### config.mk
export PLATFORM = sky130hd
export DESIGN_NAME = dev_reshuffler_csr_master
export DESIGN_NICKNAME = d
export VERILOG_FILES = /design/src/rtl/dev_reshuffler_csr_master.sv
export SDC_FILE = /design/constraint.sdc
export NUM_CORES = 1
export LEC_CHECK = 0
export BUFFER_PORTS_ARGS = -buffer_cell sky130_fd_sc_hd__buf_4
export CAP_MARGIN = 40
export CORE_MARGIN = 5
export CORE_UTILIZATION = 55
export DETAILED_ROUTE_END_ITERATION = 6
export HOLD_SLACK_MARGIN = 0.06
export PLACE_DENSITY = 0.86
export RECOVER_POWER = 100
export SLEW_MARGIN = 40
export SYNTH_ARGS = -nofsm -noshare
export SYNTH_HDL_FRONTEND = slang
export SYNTH_SLANG_ARGS = --single-unit
### constraint.sdc
create_clock -name clk_i -period 2.35 [get_ports clk_i]
set_input_delay 0.1175 -clock clk_i [delete_from_list [all_inputs] [get_ports clk_i]]
set_output_delay 0.1175 -clock clk_i [all_outputs]
set_load 0.005 [all_outputs]
### src/rtl/dev_reshuffler_csr_master.sv
// CSR req/rsp initiator: queues {addr, data, we} commands and issues them one at a time.
// Optional watchdog: define DEV_CSR_MASTER_TIMEOUT_EN.
module dev_reshuffler_csr_master #(
  parameter int unsigned RegCount      = 8,
  parameter int unsigned RegDataWidth  = 32,
  parameter int unsigned RegAddrWidth  = $clog2(RegCount),
  parameter int unsigned CmdDepth      = 4,
  parameter int unsigned TimeoutCycles = 256
) (
  input  logic                        clk_i,
  input  logic                        rst_ni,
  input  logic [RegAddrWidth-1:0]     cmd_addr_i,
  input  logic [RegDataWidth-1:0]     cmd_wr_data_i,
  input  logic                        cmd_wr_en_i,
  input  logic                        cmd_valid_i,
  output logic                        cmd_ready_o,
  output logic [RegAddrWidth-1:0]     csr_addr_o,
  output logic [RegDataWidth-1:0]     csr_wr_data_o,
  output logic                        csr_wr_en_o,
  output logic                        csr_req_valid_o,
  input  logic                        csr_req_ready_i,
  input  logic [RegDataWidth-1:0]     csr_rd_data_i,
  input  logic                        csr_rsp_valid_i,
  output logic                        csr_rsp_ready_o,
  output logic [RegDataWidth-1:0]     rd_data_o,
  output logic                        rd_valid_o,
  input  logic                        rd_ready_i,
  output logic                        busy_o,
  output logic [$clog2(CmdDepth):0]   cmd_count_o,
  output logic                        timeout_err_o
);

  localparam int unsigned PtrWidth   = $clog2(CmdDepth);
  localparam int unsigned CntWidth   = PtrWidth + 1;
  localparam int unsigned EntryWidth = RegAddrWidth + RegDataWidth + 1;

  typedef enum logic [1:0] {ST_IDLE, ST_REQ, ST_RSP, ST_OUT} state_e;

  state_e                   state_reg;
  logic [EntryWidth-1:0]    fifo_mem [CmdDepth];
  logic [PtrWidth-1:0]      wr_ptr_reg;
  logic [PtrWidth-1:0]      rd_ptr_reg;
  logic [CntWidth-1:0]      count_reg;
  logic [RegAddrWidth-1:0]  csr_addr_reg;
  logic [RegDataWidth-1:0]  csr_wr_data_reg;
  logic                     csr_wr_en_reg;
  logic                     req_valid_reg;
  logic [RegDataWidth-1:0]  rd_data_reg;
  logic                     rd_valid_reg;
  logic                     fifo_full;
  logic                     fifo_empty;
  logic                     push;
  logic                     pop;
  logic                     tmo_fire;

  assign fifo_full  = (count_reg == CntWidth'(CmdDepth));
  assign fifo_empty = (count_reg == '0);
  // Ready looks only at full, so a pop in the same cycle never frees a slot early.
  assign push       = cmd_valid_i && !fifo_full;
  assign pop        = (state_reg == ST_IDLE) && !fifo_empty;

  always_ff @(posedge clk_i) begin
    if (push) begin
      fifo_mem[wr_ptr_reg] <= {cmd_addr_i, cmd_wr_data_i, cmd_wr_en_i};
    end
  end

  always_ff @(posedge clk_i or negedge rst_ni) begin
    if (!rst_ni) begin
      wr_ptr_reg <= '0;
      rd_ptr_reg <= '0;
      count_reg  <= '0;
    end else begin
      if (push) wr_ptr_reg <= wr_ptr_reg + PtrWidth'(1);
      if (pop)  rd_ptr_reg <= rd_ptr_reg + PtrWidth'(1);
      case ({push, pop})
        2'b10:   count_reg <= count_reg + CntWidth'(1);
        2'b01:   count_reg <= count_reg - CntWidth'(1);
        default: count_reg <= count_reg;
      endcase
    end
  end

`ifdef DEV_CSR_MASTER_TIMEOUT_EN
  localparam int unsigned TmoWidth = $clog2(TimeoutCycles + 1);

  logic [TmoWidth-1:0] tmo_cnt_reg;
  logic                tmo_err_reg;
  logic                stalled;

  assign stalled  = ((state_reg == ST_REQ) && !csr_req_ready_i) ||
                    ((state_reg == ST_RSP) && !csr_rsp_valid_i);
  assign tmo_fire = stalled && (tmo_cnt_reg == TmoWidth'(TimeoutCycles - 1));

  // Any state change (handshake or timeout) restarts the count from zero.
  always_ff @(posedge clk_i or negedge rst_ni) begin
    if (!rst_ni) begin
      tmo_cnt_reg <= '0;
      tmo_err_reg <= 1'b0;
    end else begin
      if (stalled && !tmo_fire) tmo_cnt_reg <= tmo_cnt_reg + TmoWidth'(1);
      else                      tmo_cnt_reg <= '0;
      if (tmo_fire) tmo_err_reg <= 1'b1;
    end
  end

  assign timeout_err_o = tmo_err_reg;
`else
  assign tmo_fire      = 1'b0;
  assign timeout_err_o = 1'b0;
`endif

  always_ff @(posedge clk_i or negedge rst_ni) begin
    if (!rst_ni) begin
      state_reg       <= ST_IDLE;
      csr_addr_reg    <= '0;
      csr_wr_data_reg <= '0;
      csr_wr_en_reg   <= 1'b0;
      req_valid_reg   <= 1'b0;
      rd_data_reg     <= '0;
      rd_valid_reg    <= 1'b0;
    end else begin
      case (state_reg)
        ST_IDLE: begin
          if (!fifo_empty) begin
            {csr_addr_reg, csr_wr_data_reg, csr_wr_en_reg} <= fifo_mem[rd_ptr_reg];
            req_valid_reg <= 1'b1;
            state_reg     <= ST_REQ;
          end
        end
        ST_REQ: begin
          if (csr_req_ready_i) begin
            req_valid_reg <= 1'b0;
            state_reg     <= ST_RSP;
          end else if (tmo_fire) begin
            req_valid_reg <= 1'b0;
            state_reg     <= ST_IDLE;
          end
        end
        ST_RSP: begin
          if (csr_rsp_valid_i) begin
            if (csr_wr_en_reg) begin
              state_reg <= ST_IDLE;
            end else begin
              rd_data_reg  <= csr_rd_data_i;
              rd_valid_reg <= 1'b1;
              state_reg    <= ST_OUT;
            end
          end else if (tmo_fire) begin
            state_reg <= ST_IDLE;
          end
        end
        ST_OUT: begin
          if (rd_ready_i) begin
            rd_valid_reg <= 1'b0;
            state_reg    <= ST_IDLE;
          end
        end
        default: state_reg <= ST_IDLE;
      endcase
    end
  end

  assign cmd_ready_o     = !fifo_full;
  assign csr_addr_o      = csr_addr_reg;
  assign csr_wr_data_o   = csr_wr_data_reg;
  assign csr_wr_en_o     = csr_wr_en_reg;
  assign csr_req_valid_o = req_valid_reg;
  assign csr_rsp_ready_o = (state_reg == ST_RSP);
  assign rd_data_o       = rd_data_reg;
  assign rd_valid_o      = rd_valid_reg;
  assign busy_o          = (state_reg != ST_IDLE) || !fifo_empty;
  assign cmd_count_o     = count_reg;

endmodule

==> results.sh <==
export IMPL_synth_ff_type="edfxtp_1"
export IMPL_hold_viol_final=0
export IMPL_drt_iter0_markers=185
export IMPL_final_util_pct=72.6
export IMPL_portBuffers=149
export IMPL_die_w_um=134
export IMPL_cts_buffers=22
export IMPL_cp_max_fo=28
export IMPL_synth_nets=476
export IMPL_antenna_diode_count=0
export IMPL_fin_crit_sh_pct=94.6
export IMPL_htreeDepth=1
export IMPL_grt_antenna_before_repair=0
export IMPL_largest_register="fifo_mem"
export IMPL_netlist_area_um2=8400
export IMPL_design_portCount=151
export IMPL_rsz0062_at_grt="no"
export IMPL_maxSlewViolCount=65
export IMPL_cp_cell_sequence="or3b_4 > clkbuf_4 > and3_1 > clkbuf_4"
export IMPL_vias=4562
export IMPL_setup_tns_final_ns=0
export IMPL_grt_total_usage_pct=21.0
export IMPL_overflow=0
export IMPL_hp_class="input port to flop"
export IMPL_path_clk_slew_ns=0.06
export IMPL_wl_um=18300
export IMPL_place_hpwl_um=10700
export IMPL_wl_per_cell_um=21.5
export IMPL_dieArea_um2=17800
export IMPL_multi_input_area_um2=1930
export IMPL_firstDrtPassIters=5
export IMPL_ys_types=33
export IMPL_num_rows=45
export IMPL_cts_sinks=223
export IMPL_drc=0
export IMPL_avgSynthCellArea_um2=21.2
export IMPL_core_um2=15100
export IMPL_synth_edff_count=144
export IMPL_largest_register_ffs=144
export IMPL_synthArstFlopShare_pct=35.4
export IMPL_endpoint_kind="flop"
export IMPL_slew_headroom_pct=-12.1
export IMPL_final_antenna_net_count=0
export IMPL_synthTopCellsByArea="edfxtp_1 (52%), dfrtp_1 (24%), mux4_2 (9.7%), mux2_2 (9.1%), buf_6 (0.94%)"
export IMPL_grt_max_degree=65
export IMPL_area_delta_synth_final_pct=30.5
export IMPL_ys_ff_latch=223
export IMPL_worst_slew_pin_slew_ns=1.68
export IMPL_cts_tree="yes"
export IMPL_finalWorstPathRequiredPeriod_ns=2.22
export IMPL_max_freq_mhz=450
export IMPL_crit_top_cell="clkbuf_4"
export IMPL_cp_start_kind="flop"
export IMPL_clk_insertion_delay_late_ns=0.50
export IMPL_max_stage_delay_ns=0.58
export IMPL_gp_congestion=0.778
export IMPL_synth_area_leader_cell="edfxtp_1"
export IMPL_setup_viol=0
export IMPL_grt_pass1_wl_um=29100
export IMPL_status="finished with violations"
export IMPL_cp_slowest_cell="clkbuf_4"
export IMPL_initial_core_util_pct=55.6
export IMPL_grt_pass1_vias=5090
export IMPL_cts_root_buf="clkbuf_16"
export IMPL_failed_checks="max-capacitance violations, max-slew violations"
export IMPL_cp_arrival_ns=2.35
export IMPL_fillers=974
export IMPL_netlist_instances=396
export IMPL_clk_path_buf_depth=3
export IMPL_synthTopCellsByCount="edfxtp_1 (144), dfrtp_1 (79), mux2_2 (68), mux4_2 (36)"
export IMPL_required_ns=2.47
export IMPL_synth_top_area_share_pct=51.5
export IMPL_clock_skew_ns=0.0142
export IMPL_yosysMostFrequentCell="edfxtp_1"
export IMPL_die_y_um=134
export IMPL_drive_above_1_share_pct=36.2
export IMPL_routed_via_density=5.38
export IMPL_irDropWorstVdd_mv=0.665
export IMPL_power_density_nw_per_um2=1260
export IMPL_maxCapViolations=1
export IMPL_ys_seq_area_share_pct=75.1
export IMPL_ff_latch_area_um2=6300
export IMPL_fin_nets=724
export IMPL_leakage_uw=0.00416
export IMPL_yosys_warnings=0
export IMPL_critical_path_class="flop to flop"
## through the flow
step	hold WS (ns)	instances	total power [uW]	setup slack [ns]	cell area, um^2
2_1_floorplan	-0.178	396	8640	0.226	8400
3_3_place_gp	0.268	730	10400	0.191	9790
3_5_place_dp	0.290	730	10700	0.0575	9790
4_1_cts	0.316	845	14200	0.0429	11200
5_1_grt	0.407	848	14500	0.0594	11000
6_report	0.417	848	13800	0.127	11000
## repair_timing
| action | CTS | global route |
|---|---|---|
| gates resized for setup | 0 | 4 |
| setup endpoints to repair | 0 | 1 |
| hold endpoints to repair | 244 | 0 |
| hold buffers | 75 | 0 |
| setup buffers | 0 | 3 |
## cell usage in the layout (no fill, tap or decap), drive strengths merged
cell,instances
clkbuf,155
edfxtp,144
dfrtp,79
dlygate4sd3,75
mux2,69
buf,43
mux4,36
inv,7
clkinv,7
nand2,5
ha,5
nor2,4
xnor2,4
and3,4
nand2b,3
and3b,2
xor2,2
nor2b,1
nor3,1
or3b,1
and2,1
mux2i,1
o211ai,1
o31a,1
nand3b,1
a21oi,1
a31oi,1
a2bb2oi,1
o21ai,1
fa,1
conb,1
clkinvlp,1
bufinv,1
## routing by layer
metal  up-vias  wire length [um]  track usage [%]
met4         0               338             4.57
met5         -                 0                0
met1      2315              7390             27.2
met3        23              1230             4.95
li1       2047                 -                -
met2       177              9300             36.8
## critical path, delay by kind of cell, from the launching register on
family,cells,cell delay (ns)
buffers and inverters,2,0.72
flip-flops,1,0.40
AND/OR/NAND/NOR,2,0.74
## cell type report
type / count / area share, %
flip-flops and latches: 223 / 57.5
multi-input cells: 148 / 17.6
repair buffers: 242 / 16.2
clock buffers: 31 / 5.71
well taps: 188 / 2.15
clock inverters: 9 / 0.594
inverters: 7 / 0.240
## logic make-up (layout without fill, tap and decap cells)
family / Yosys count / in the layout / synth area share (%)
AND/OR/NAND/NOR: 23 / 23 / 1.71
buffers and inverters: 25 / 289 / 2.01
adder cells (fa/ha/maj): 6 / 6 / 0.984
AO/OA/AOI/OAI: 6 / 6 / 0.492
multiplexers: 106 / 106 / 19.1
flip-flops: 223 / 223 / 75.1
XOR/XNOR: 6 / 6 / 0.626
other: 1 / 1 / 0.0447
## where the power goes
group	switching [uW]	internal, uW	total, uW
clock	1370	1960	3330
sequential	666	5470	6140
combinational	1860	2440	4300
## final timing paths
check                                         startpoint                             to  slack (ns)  cells after the start
max in group asynchronous                         rst_ni      rd_ptr_reg[1]$_DFFE_PN0P_        0.62                      2
max reg2reg                   cmd_count_o[2]$_DFFE_PN0P_      fifo_mem[2][28]$_DFFE_PP_        0.13                      4
min                                     csr_rd_data_i[7]       rd_data_o[7]$_DFFE_PN0P_        0.42                      3
min reg2reg                csr_wr_data_o[11]$_DFFE_PN0P_  csr_wr_data_o[11]$_DFFE_PN0P_        0.50                      1
max                           cmd_count_o[2]$_DFFE_PN0P_      fifo_mem[2][28]$_DFFE_PP_        0.13                      4
min in group asynchronous                         rst_ni      rd_data_o[22]$_DFFE_PN0P_        0.63                      2
Power figures use the tool's default switching activity.
